--- src/rtl/mpu_frame_packer.sv ---
// Packs the MPU6050 burst read (starting at reg 0x3B) into seven signed words published atomically.
// Optional build macro MPU_FRAME_GYRO_OFFSET_EN adds saturating gyro calibration offsets.
module mpu_frame_packer #(
   parameter int NUM_BYTES   = 14,
   parameter int GAP_TIMEOUT = 5000
) (
   input  logic               clk,
   input  logic               rst_n,
   input  logic               frame_start,
   input  logic               byte_valid,
   input  logic [7:0]         byte_data,
`ifdef MPU_FRAME_GYRO_OFFSET_EN
   input  logic signed [15:0] gyro_off_x,
   input  logic signed [15:0] gyro_off_y,
   input  logic signed [15:0] gyro_off_z,
`endif
   output logic signed [15:0] accel_x,
   output logic signed [15:0] accel_y,
   output logic signed [15:0] accel_z,
   output logic signed [15:0] temp,
   output logic signed [15:0] gyro_x,
   output logic signed [15:0] gyro_y,
   output logic signed [15:0] gyro_z,
   output logic               frame_valid,
   output logic               frame_err,
   output logic [15:0]        frame_cnt,
   output logic               busy
);
   // state   | meaning
   // IDLE    | waiting for frame_start; stray bytes dropped
   // COLLECT | filling shadow buffer, gap timer running
   // PUBLISH | one cycle: shadow copied to word outputs

   localparam int NW = NUM_BYTES / 2;
   localparam int GW = $clog2(GAP_TIMEOUT + 1);

   typedef enum logic [1:0] {IDLE, COLLECT, PUBLISH} state_t;

   state_t             state;
   logic [3:0]         byte_cnt;
   logic [GW-1:0]      gap_cnt;
   logic [7:0]         shadow [14];
   logic signed [15:0] word [7];
   logic signed [15:0] pub_gx, pub_gy, pub_gz;

   always_comb begin
      for (int k = 0; k < 7; k++) begin
         word[k] = (k < NW) ? {shadow[2*k], shadow[2*k+1]} : 16'sd0;
      end
   end

`ifdef MPU_FRAME_GYRO_OFFSET_EN
   function automatic logic signed [15:0] sub_sat(input logic signed [15:0] a,
                                                  input logic signed [15:0] b);
      logic [16:0] d;
      d = {a[15], a} - {b[15], b};
      case (d[16:15])
         2'b01:   sub_sat = 16'sh7FFF;
         2'b10:   sub_sat = 16'sh8000;
         default: sub_sat = d[15:0];
      endcase
   endfunction

   // absent gyro words stay 0 rather than showing the negated offset
   assign pub_gx = (NW > 4) ? sub_sat(word[4], gyro_off_x) : 16'sd0;
   assign pub_gy = (NW > 5) ? sub_sat(word[5], gyro_off_y) : 16'sd0;
   assign pub_gz = (NW > 6) ? sub_sat(word[6], gyro_off_z) : 16'sd0;
`else
   assign pub_gx = word[4];
   assign pub_gy = word[5];
   assign pub_gz = word[6];
`endif

   assign busy = (state != IDLE);

   always_ff @(posedge clk or negedge rst_n) begin
      if (!rst_n) begin
         state       <= IDLE;
         byte_cnt    <= '0;
         gap_cnt     <= '0;
         for (int i = 0; i < 14; i++) shadow[i] <= '0;
         accel_x     <= '0;
         accel_y     <= '0;
         accel_z     <= '0;
         temp        <= '0;
         gyro_x      <= '0;
         gyro_y      <= '0;
         gyro_z      <= '0;
         frame_valid <= 1'b0;
         frame_err   <= 1'b0;
         frame_cnt   <= '0;
      end else begin
         frame_valid <= 1'b0;
         frame_err   <= 1'b0;
         case (state)
            IDLE, PUBLISH: begin
               if (state == PUBLISH) begin
                  accel_x     <= word[0];
                  accel_y     <= word[1];
                  accel_z     <= word[2];
                  temp        <= word[3];
                  gyro_x      <= pub_gx;
                  gyro_y      <= pub_gy;
                  gyro_z      <= pub_gz;
                  frame_valid <= 1'b1;
                  frame_cnt   <= frame_cnt + 16'd1;
               end
               gap_cnt <= '0;
               if (frame_start) begin
                  state <= COLLECT;
                  if (byte_valid) begin
                     shadow[0] <= byte_data;
                     byte_cnt  <= 4'd1;
                  end else begin
                     byte_cnt  <= 4'd0;
                  end
               end else begin
                  state    <= IDLE;
                  byte_cnt <= 4'd0;
               end
            end
            COLLECT: begin
               if (frame_start) begin
                  frame_err <= 1'b1;
                  gap_cnt   <= '0;
                  if (byte_valid) begin
                     shadow[0] <= byte_data;
                     byte_cnt  <= 4'd1;
                  end else begin
                     byte_cnt  <= 4'd0;
                  end
               end else if (byte_cnt >= 4'(NUM_BYTES)) begin
                  frame_err <= 1'b1;
                  state     <= IDLE;
                  byte_cnt  <= 4'd0;
                  gap_cnt   <= '0;
               end else if (byte_valid) begin
                  shadow[byte_cnt] <= byte_data;
                  byte_cnt         <= byte_cnt + 4'd1;
                  gap_cnt          <= '0;
                  if (byte_cnt == 4'(NUM_BYTES - 1)) state <= PUBLISH;
               end else if (gap_cnt == GW'(GAP_TIMEOUT - 1)) begin
                  // shadow is left stale; the next full frame overwrites every slot
                  frame_err <= 1'b1;
                  state     <= IDLE;
                  byte_cnt  <= 4'd0;
                  gap_cnt   <= '0;
               end else begin
                  gap_cnt <= gap_cnt + GW'(1);
               end
            end
            default: begin
               state    <= IDLE;
               byte_cnt <= 4'd0;
               gap_cnt  <= '0;
            end
         endcase
      end
   end
endmodule

--- config.mk ---
export PLATFORM = sky130hd
export DESIGN_NAME = mpu_frame_packer
export DESIGN_NICKNAME = d
export VERILOG_FILES = /design/src/rtl/mpu_frame_packer.sv
export SDC_FILE = /design/constraint.sdc
export NUM_CORES = 1
export LEC_CHECK = 0
export BUFFER_PORTS_ARGS = -buffer_cell sky130_fd_sc_hd__buf_2
export CAP_MARGIN = 20
export CORE_MARGIN = 2
export CORE_UTILIZATION = 61
export DETAILED_ROUTE_END_ITERATION = 16
export PLACE_DENSITY = 0.94
export RECOVER_POWER = 100
export REMOVE_ABC_BUFFERS = 1
export SYNTH_ARGS = -nofsm -noshare
export SYNTH_HDL_FRONTEND = slang
export SYNTH_SLANG_ARGS = --single-unit
--- constraint.sdc ---
create_clock -name clk -period 6.8 [get_ports clk]
set_clock_uncertainty 0.15 [all_clocks]
set_input_delay 0.68 -clock clk [delete_from_list [all_inputs] [get_ports clk]]
set_output_delay 0.68 -clock clk [all_outputs]
set_load 0.05 [all_outputs]
# == Word level (Yosys, flattened, before mapping) ==
# Index checks and enable logic that the tools add are counted.
# Widths: inputs -> output; s select.
# totals
out_inout_bits,131
word_cells,91
register_bits,261
# op_classes
n_eq_ne,11
n_mux,35
n_lt_le_gt_ge,3
n_addsub,3
bitwise_logic,3
reduce_logical,9
# ops
operator,n
$mux 112,2
$bwmux 112,1
$mux 13,5
$demux 8 s4,1
$mux 8,4
$add 16x1->16 const B,1
$mux 4,4
$pmux 8 s2,1
$add 13x1->13 const B,1
$eq 13x13->1 const B,1
$mux 1,10
$mux 2,5
$ne 4x4->1 const B,2
$pmux 4 s2,1
$reduce_and 4->1,2
$ne 3x3->1 const B,2
$ge 5x5->1 const B,1
$lt 5x1->1 const B,1
$ne 5x5->1 const B,1
$not 4->5,1
$add 4x1->4 const B,1
$eq 4x4->1 const B,1
$ge 4x4->1 const B,1
$ne 2x2->1 const B,2
10 further kinds,12

# == Longest topological paths before layout ==
# Gate-level depths: netlist of run 1.
# logic_depth
word_depth,10
depth_mapped,9
depth_no_buf,6

# == Worst setup path before layout of run 1 ==
# Ideal clock, no wire load.
# synth_path
kind,input-to-reg
startpoint,in frame_start
endpoint,reg shadow (netlist bit pub_gz[0])
setup_time_ps,125
setup_slack_ps,4342
arrival_ps,2183
n_path_buf,3
cell_stages,7
cell_sequence,and4bb_1 -> buf_4 -> and2_1 -> buf_2 -> or4b_1 -> buf_4 -> mux2_4
# synth_via
elab_chain_cells,2
# synth_rtl
item,line,text
"start, declared",9,"input logic frame_start,"
$not 1->1 (no source line),n/a,
$reduce_and 4->1 (no source line),n/a,
"end signal, assigned by index",138,shadow[byte_cnt] <= byte_data;
"end, declared",42,logic [7:0] shadow [14];
# Every way passes these cells.
# A chain may end at the register's enable or synchronous reset.

==> results by group, run 1 <==
Status
  – Run status: finished, violations left
  – Failing checks: capacitance limit, slew limit

Clock tree
  – CTS Hold Bufs: 0
  – Sink Count: 261
  – Root buf cell: clkbuf_16
  – H-tree depth: 1
  – TritonCTS Buffers: 26
  – Clock slew at reported path FFs: 0.06 ns
  – Clock Path Buffers: 3
  – Post-cts resize count: 0
  – Postcts setup bufs: 0
  – CTS tree: done
  – Clock Latency Late Sink: 0.52 ns

Pwr
  – Leakage: 0.00606 µW
  – Sw Ratio: 0.224
  – Max IR drop VDD: 213 µV
  – Reg power frac: 0.527
  – Share of total power in the clock network: 0.409
  – Int Power: 2580 µW
  – Pwr/cell area: 284 nW/µm²
  – Net load switching power: 744 µW
  – Logic pwr share: 0.064

Synthesis
  – Largest cells by area after synthesis: dfrtp_1 64%, nand2_1 13%, mux2_2 11%
  – Yosys reg bits: 261
  – Post-synth EDFFs: 0
  – Gate Count Post-Synth: 907
  – Post-synth top area share: 0.641
  – Most frequent cells after synthesis: 358 x nand2_1, 261 x dfrtp_1, 104 x mux2_2, 36 x clkbuf_1, 23 x nor2_1
  – Seq/Total Area, Yosys: 0.641
  – Async SR Flop Fraction: 1.00
  – Synth warn: 0
  – Synth Flop Type: dfrtp_1
  – Most frequent cell after synthesis: nand2_1
  – Yosys top cell by area: dfrtp_1
  – Syn avg cell area: 11.2 µm²
  – Distinct cells, synth: 39
  – Post-synthesis cell area: 10200 µm²

Critical path
  – Critical Path RT: 7.15 ns
  – Worst r2r src: state[0]
  – Worst path max stage delay: 2.36 ns
  – Crit Path Max Fanout: 148
  – Worst R2R Setup Slack: 3.81 ns
  – Worst Setup End Kind: async pin
  – Crit Path Class: input port to async pin
  – Reg2Reg Capture Point: gyro_x[0]
  – Critical Path Sink: gyro_y[9]
  – Crit path launch type: input port
  – Launch point of the worst path: rst_n
  – Reg2reg path depth: 5
  – CP bufs+invs: 2
  – CP arrival: 4.30 ns
  – WP depth: 2
  – CP Cell Sequence: clkbuf_2, buf_4
  – CP top delay family: buffers and inverters
  – Critical-path top delay cell: clkbuf_2

Detailed routing
  – First drt pass iteration count: 7
  – Vias per cell: 5.53
  – Routed len/inst: 18.3 µm
  – Final wirelength: 23.3 mm
  – Drt drc: 0
  – Number of routed nets with antenna violations: 0
  – DRT iter0 DRCs: 507
  – Vias: 7041

Global routing
  – First-pass GRT wire length: 37.1 mm
  – Total gr overflow: 0
  – M2 GR Usage: 0.451
  – Global routing's busiest layer: met2
  – Vias in the first global route: 7145
  – Initial antenna violation count: 1
  – GR Layer Usage met1: 0.352
  – Total GRT Usage: 0.264
  – Largest net degree at the start of global routing: 149
  – M3 GR Usage: 0.0396

Timing
  – Hold Fails Final Rpt: 0
  – Fin. max-slew vios: 149
  – Worst Tran Pin Value: 3.52 ns
  – Fin worst setup slack: 2.85 ns
  – Fmax: 0.253 GHz
  – Fin crit period: 3.95 ns
  – Setup TNS: 0 ns
  – Period utilization: 0.581
  – Slew HR: -1.35
  – RSZ-0062 raised after global routing: no
  – WHS: 0.309 ns
  – # setup viols final: 0

Cells and area
  – Synth-to-Final Area Change: 14.6%
  – # diodes: 0
  – Fraction of layout cells with a size suffix above 1: 0.149
  – Largest register by flop count: shadow
  – Fillers: 1210
  – Largest register FFs: 64
  – Layout Nets: 1055

Min path
  – Hold WC Path Type: register to register
  – Hold Crit Start: shadow[64]

Placement
  – DP HPWL: 14.1 mm
  – PortBufs: 142
  – GP Congestion: 0.830
  – Place WS: 3.93 ns

Floorplan
  – Site Rows: 47
  – Core Footprint: 16500 µm²
  – Initial Util: 0.619
  – Chip width: 133 µm
  – I/O pin total: 143
  – Die Height: 133 µm
  – Die area: 17800 µm²

Run
  – MaxCap Viol Count: 1
## power by group through the flow
stage	combinational, µW	sequential (µW)	clock, µW
6_report	212	1750	1360
5_1_grt	233	1760	1450
4_1_cts	216	1750	1380
3_5_place_dp	214	1770	0
3_3_place_gp	199	1760	0
2_1_floorplan	136	1750	0
## per-layer routing
| layer | vias up | routed length [µm] |
|---|---|---|
| li1 | 3191 | - |
| met1 | 3550 | 9630 |
| met2 | 240 | 11600 |
| met3 | 58 | 1280 |
| met4 | 2 | 771 |
| met5 | - | 13 |
## per-stage QoR
step                instances   util  power, µW  cell area [µm²]
CTS                      1271  0.719       3340            11800
global placement         1227  0.670       1960            11000
detailed placement       1227  0.670       1990            11000
floorplan                 862      -       1890            10000
global route             1273  0.710       3440            11700
finish                   1273  0.710       3320            11700
## kinds of logic after synthesis
| family | count (synthesis) | share of synthesized area |
|---|---|---|
| and+or+nand+nor | 434 | 0.172 |
| DFF | 261 | 0.641 |
| muxes | 112 | 0.127 |
| buffers and inverters | 56 | 0.0223 |
| xor gates and xnor gates | 26 | 0.0223 |
| AOI/OAI and AO/OA | 12 | 0.00822 |
| adders and majority gates | 6 | 0.00736 |
## how the worst min path moves through the flow
stage	endpoint	slack [ns]	cells after the start
2_1_floorplan	accel_x[0]	0.23	0
3_3_place_gp	accel_z[0]	0.29	2
3_5_place_dp	accel_z[0]	0.30	2
4_1_cts	shadow[55]	0.19	1
5_1_grt	gyro_x[3]	0.33	2
6_report	accel_z[0]	0.31	2
## layout make-up
cell class	instances	area, µm²	share of cell area
clock inverters	1	5.00	0.000428
well taps	220	275	0.0236
flip-flops and latches	261	6530	0.559
inverters	11	42.5	0.00364
repair buffers	147	621	0.0531
clock buffers	43	806	0.0690
multi-input cells	590	3400	0.291
## cells in the final DEF (no fill, tap or decap), types with 3 or more instances in the layout
| master | count |
|---|---|
| clkbuf_8 | 7 |
| or3_1 | 4 |
| nor2_1 | 23 |
| mux2_1 | 9 |
| mux2_2 | 103 |
| xor2_1 | 6 |
| nor3_1 | 7 |
| ha_1 | 6 |
| clkbuf_1 | 141 |
| inv_1 | 10 |
| xnor2_1 | 20 |
| nand3_1 | 16 |
| dfrtp_1 | 261 |
| a31oi_1 | 4 |
| clkbuf_16 | 27 |
| nand2_1 | 358 |
| nor4_1 | 3 |
| nand4_1 | 5 |
| buf_2 | 10 |
Note: power is estimated with default switching activity, not from simulation.
==> inputs of run 2 (changes only) <==
--- a/config.mk
+++ b/config.mk
@@ -5,12 +5,13 @@
 export SDC_FILE = /design/constraint.sdc
 export NUM_CORES = 1
 export LEC_CHECK = 0
+export ABC_AREA = 1
 export BUFFER_PORTS_ARGS = -buffer_cell sky130_fd_sc_hd__buf_2
 export CAP_MARGIN = 20
 export CORE_MARGIN = 2
-export CORE_UTILIZATION = 61
+export CORE_UTILIZATION = 52
 export DETAILED_ROUTE_END_ITERATION = 16
-export PLACE_DENSITY = 0.94
+export PLACE_DENSITY = 0.86
 export RECOVER_POWER = 100
 export REMOVE_ABC_BUFFERS = 1
 export SYNTH_ARGS = -nofsm -noshare
==> constraint.sdc (replaced) <==
create_clock -name clk -period 3.3 [get_ports clk]
set_clock_uncertainty 0.15 [all_clocks]
set_input_delay 0.33 -clock clk [delete_from_list [all_inputs] [get_ports clk]]
set_output_delay 0.33 -clock clk [all_outputs]
set_load 0.05 [all_outputs]
==> run 2 against run 1 <==
The run still ends with capacitance limit, slew limit left. Global-route usage is 4.3 points lower. Worst hold slack got worse by 0.21 ns. Core utilization fell by 10 points. Sequential share of layout area fell by 0.83 points. First-iteration DRC count up 31%. Combinational power grew to 4.2 times the previous value. Via count rose by 12%. Largest cell class unchanged. Critical path type is now register to register. Synthesized cell count rose by 25%.
==> results by group, run 2 <==
Status
  – Run status: finished, violations left
  – Failing checks: capacitance limit, slew limit

Detailed routing
  – Final wirelength: 23.1 mm (-0.78%)
  – Number of routed nets with antenna violations: 0 (unchanged)
  – Routed len/inst: 15.0 µm (-18%)
  – Drt drc: 0 (unchanged)
  – Vias: 7856 (+12%)
  – First drt pass iteration count: 6 (-1)
  – Vias per cell: 5.08 (-8.1%)
  – DRT iter0 DRCs: 663 (+31%)

Cells and area
  – Fraction of layout cells with a size suffix above 1: 0.0508 (-0.0983)
  – Largest register by flop count: shadow
  – Most frequent cells in the layout: 503 x nand2_1, 261 x dfrtp_1, 141 x clkbuf_1, 115 x o21ai_0, 64 x inv_1
  – Synth-to-Final Area Change: 14.1%
  – # diodes: 0 (unchanged)
  – Most common cell after layout, fill and taps aside: nand2_1
  – Fillers: 1689 (+40%)
  – Final instance area: 11900 µm² (+1.5%)
  – FF+latch area: 6530 µm² (unchanged)
  – Footprint of the multi-input gates: 3280 µm² (-3.7%)
  – Fin cells: 1545 (+21%)
  – Layout Nets: 1281 (+21%)
  – Largest register FFs: 64 (unchanged)

Timing
  – Worst Tran Pin Value: 1.62 ns (-1.91 ns)
  – Fmax: 0.384 GHz
  – Period utilization: 0.789
  – # setup viols final: 0 (unchanged)
  – Fin. max-slew vios: 31 (-79%)
  – Slew HR: -0.0796 (+1.27)
  – RSZ-0062 raised after global routing: no
  – Fin crit period: 2.60 ns
  – WHS: 0.0976 ns (-0.212 ns)
  – Hold Fails Final Rpt: 0 (unchanged)

Critical path
  – Crit Path Max Fanout: 16 (-89%)
  – Crit Path Class: register to register
  – Critical Path RT: 3.51 ns (-3.64 ns)
  – CP arrival: 2.82 ns (-1.48 ns)
  – Crit path launch type: register
  – Worst Setup End Kind: register

Clock tree
  – Clock Path Buffers: 3 (unchanged)
  – Clock Latency Late Sink: 0.52 ns (about the same)
  – Root buf cell: clkbuf_16
  – Post-cts resize count: 0 (unchanged)
  – Sink Count: 261 (unchanged)
  – Postcts setup bufs: 0 (unchanged)
  – Clock slew at reported path FFs: 0.06 ns (about the same)
  – H-tree depth: 1 (unchanged)
  – TritonCTS Buffers: 26 (unchanged)
  – CTS tree: done

Synthesis
  – Yosys top cell by area: dfrtp_1
  – Syn avg cell area: 9.20 µm² (-18%)
  – Distinct cells, synth: 27 (-31%)
  – Yosys reg bits: 261 (unchanged)
  – Synth Flop Type: dfrtp_1
  – Seq/Total Area, Yosys: 0.629 (-0.0122)
  – Synth warn: 0 (unchanged)
  – Async SR Flop Fraction: 1.00 (unchanged)
  – Largest cells by area after synthesis: dfrtp_1 63%, nand2_1 18%, o21ai_0 4.7%
  – Most frequent cell after synthesis: nand2_1
  – Gate Count Post-Synth: 1130 (+25%)
  – Most frequent cells after synthesis: 497 x nand2_1, 261 x dfrtp_1, 97 x o21ai_0, 63 x inv_1, 45 x nor2_1
  – Post-synthesis cell area: 10400 µm² (+1.9%)
  – Post-synth top area share: 0.629 (-0.0122)
  – Post-synth EDFFs: 0 (unchanged)

Placement
  – DP HPWL: 14.9 mm (+5.3%)
  – GP Congestion: 0.853 (+2.7%)
  – # placed instances: 1498 (+22%)
  – PortBufs: 142 (unchanged)
  – Placed cell area: 11300 µm² (+2.2%)

Pwr
  – Leakage: 0.00606 µW (about the same)
  – Pwr/cell area: 617 nW/µm² (+120%)
  – Max IR drop VDD: 368 µV (+73%)

Floorplan
  – Core Footprint: 19500 µm² (+19%)
  – Site Rows: 51 (+8.5%)
  – Die Height: 145 µm (+9.1%)
  – Die area: 21100 µm² (+19%)
  – Initial Util: 0.532 (-0.0869)
  – I/O pin total: 143 (unchanged)
  – Chip width: 145 µm (+9.1%)

Global routing
  – Vias in the first global route: 7612 (+6.5%)
  – First-pass GRT wire length: 38.8 mm (+4.4%)
  – Total GRT Usage: 0.221 (-0.0433)
  – Largest net degree at the start of global routing: 87 (-42%)
  – Total gr overflow: 0 (unchanged)
  – Initial antenna violation count: 0 (-1)

Min path
  – Hold WC Path Type: input port to register

Run
  – MaxCap Viol Count: 1 (unchanged)
run 2: path summary, 6_finish.rpt:
check | to | slack [ns] | cells after the start | startpoint
max in group asynchronous | pub_gx[15] | 0.82 | 3 | rst_n
min in group asynchronous | gyro_y[0] | 0.26 | 2 | rst_n
max reg2reg | shadow[84] | 0.70 | 10 | byte_cnt[0]
min | shadow[111] | 0.1 | 4 | byte_valid
max | shadow[84] | 0.70 | 10 | byte_cnt[0]
min reg2reg | accel_z[2] | 0.31 | 2 | shadow[66]
run 2: area by class of cell:
class,instances,share of cell area
clock buffer,41,0.0656
clock inverter,4,0.00432
inverter,66,0.0209
multi-input combinational,755,0.276
sequential,261,0.551
tap,265,0.0280
timing repair buffer,153,0.0542
run 2: repair_timing:
item / in CTS / in global routing
setup endpoints to repair: 0 / 0
hold buffers: 2 / 0
hold endpoints to repair: 83 / 0
run 2: logic make-up (layout without fill, tap and decap cells):
family,Yosys count,in the layout,share of synthesized area
adder cells (fa/ha/maj),6,6,0.00722
XOR/XNOR,13,13,0.0110
flip-flops,261,261,0.629
AO/OA/AOI/OAI,123,123,0.0596
buffers and inverters,114,264,0.0502
AND/OR/NAND/NOR,613,613,0.243
run 2: per-layer routing:
layer,global-route usage,up-vias,share of wire
met5,0,-,0
met4,0.0402,0,0.012
met3,0.0351,26,0.056
met2,0.358,222,0.47
met1,0.323,3816,0.46
li1,-,3792,-
run 2: stage by stage:
step	power, µW	TNS (ns)	utilization	setup slack (ns)
2_1_floorplan	4260	-84.20	-	-1.54
6_report	7320	0	0.607	0.695
4_1_cts	7420	0	0.621	1.01
5_1_grt	7630	0	0.607	0.438
3_5_place_dp	4570	0	0.578	1.02
3_3_place_gp	4540	0	0.578	1.11
run 2: report_power, final:
| part | switching (µW) | total [µW] | internal (µW) |
|---|---|---|---|
| Sequential | 144 | 3590 | 3450 |
| Clock | 1160 | 2850 | 1690 |
| Combinational | 699 | 880 | 181 |
| Total | 2010 | 7320 | 5320 |
run 2: critical path, cell delays in order, from the launching register on:
cell     delay [ns]
dfrtp_1        0.47
inv_1          0.10
ha_1           0.27
inv_1          0.07
nand2_1        0.05
nand2_1        0.12
nand2_1        0.21
nor2_8         0.24
nand3_1        0.43
nand2_1        0.22
o21ai_0        0.10
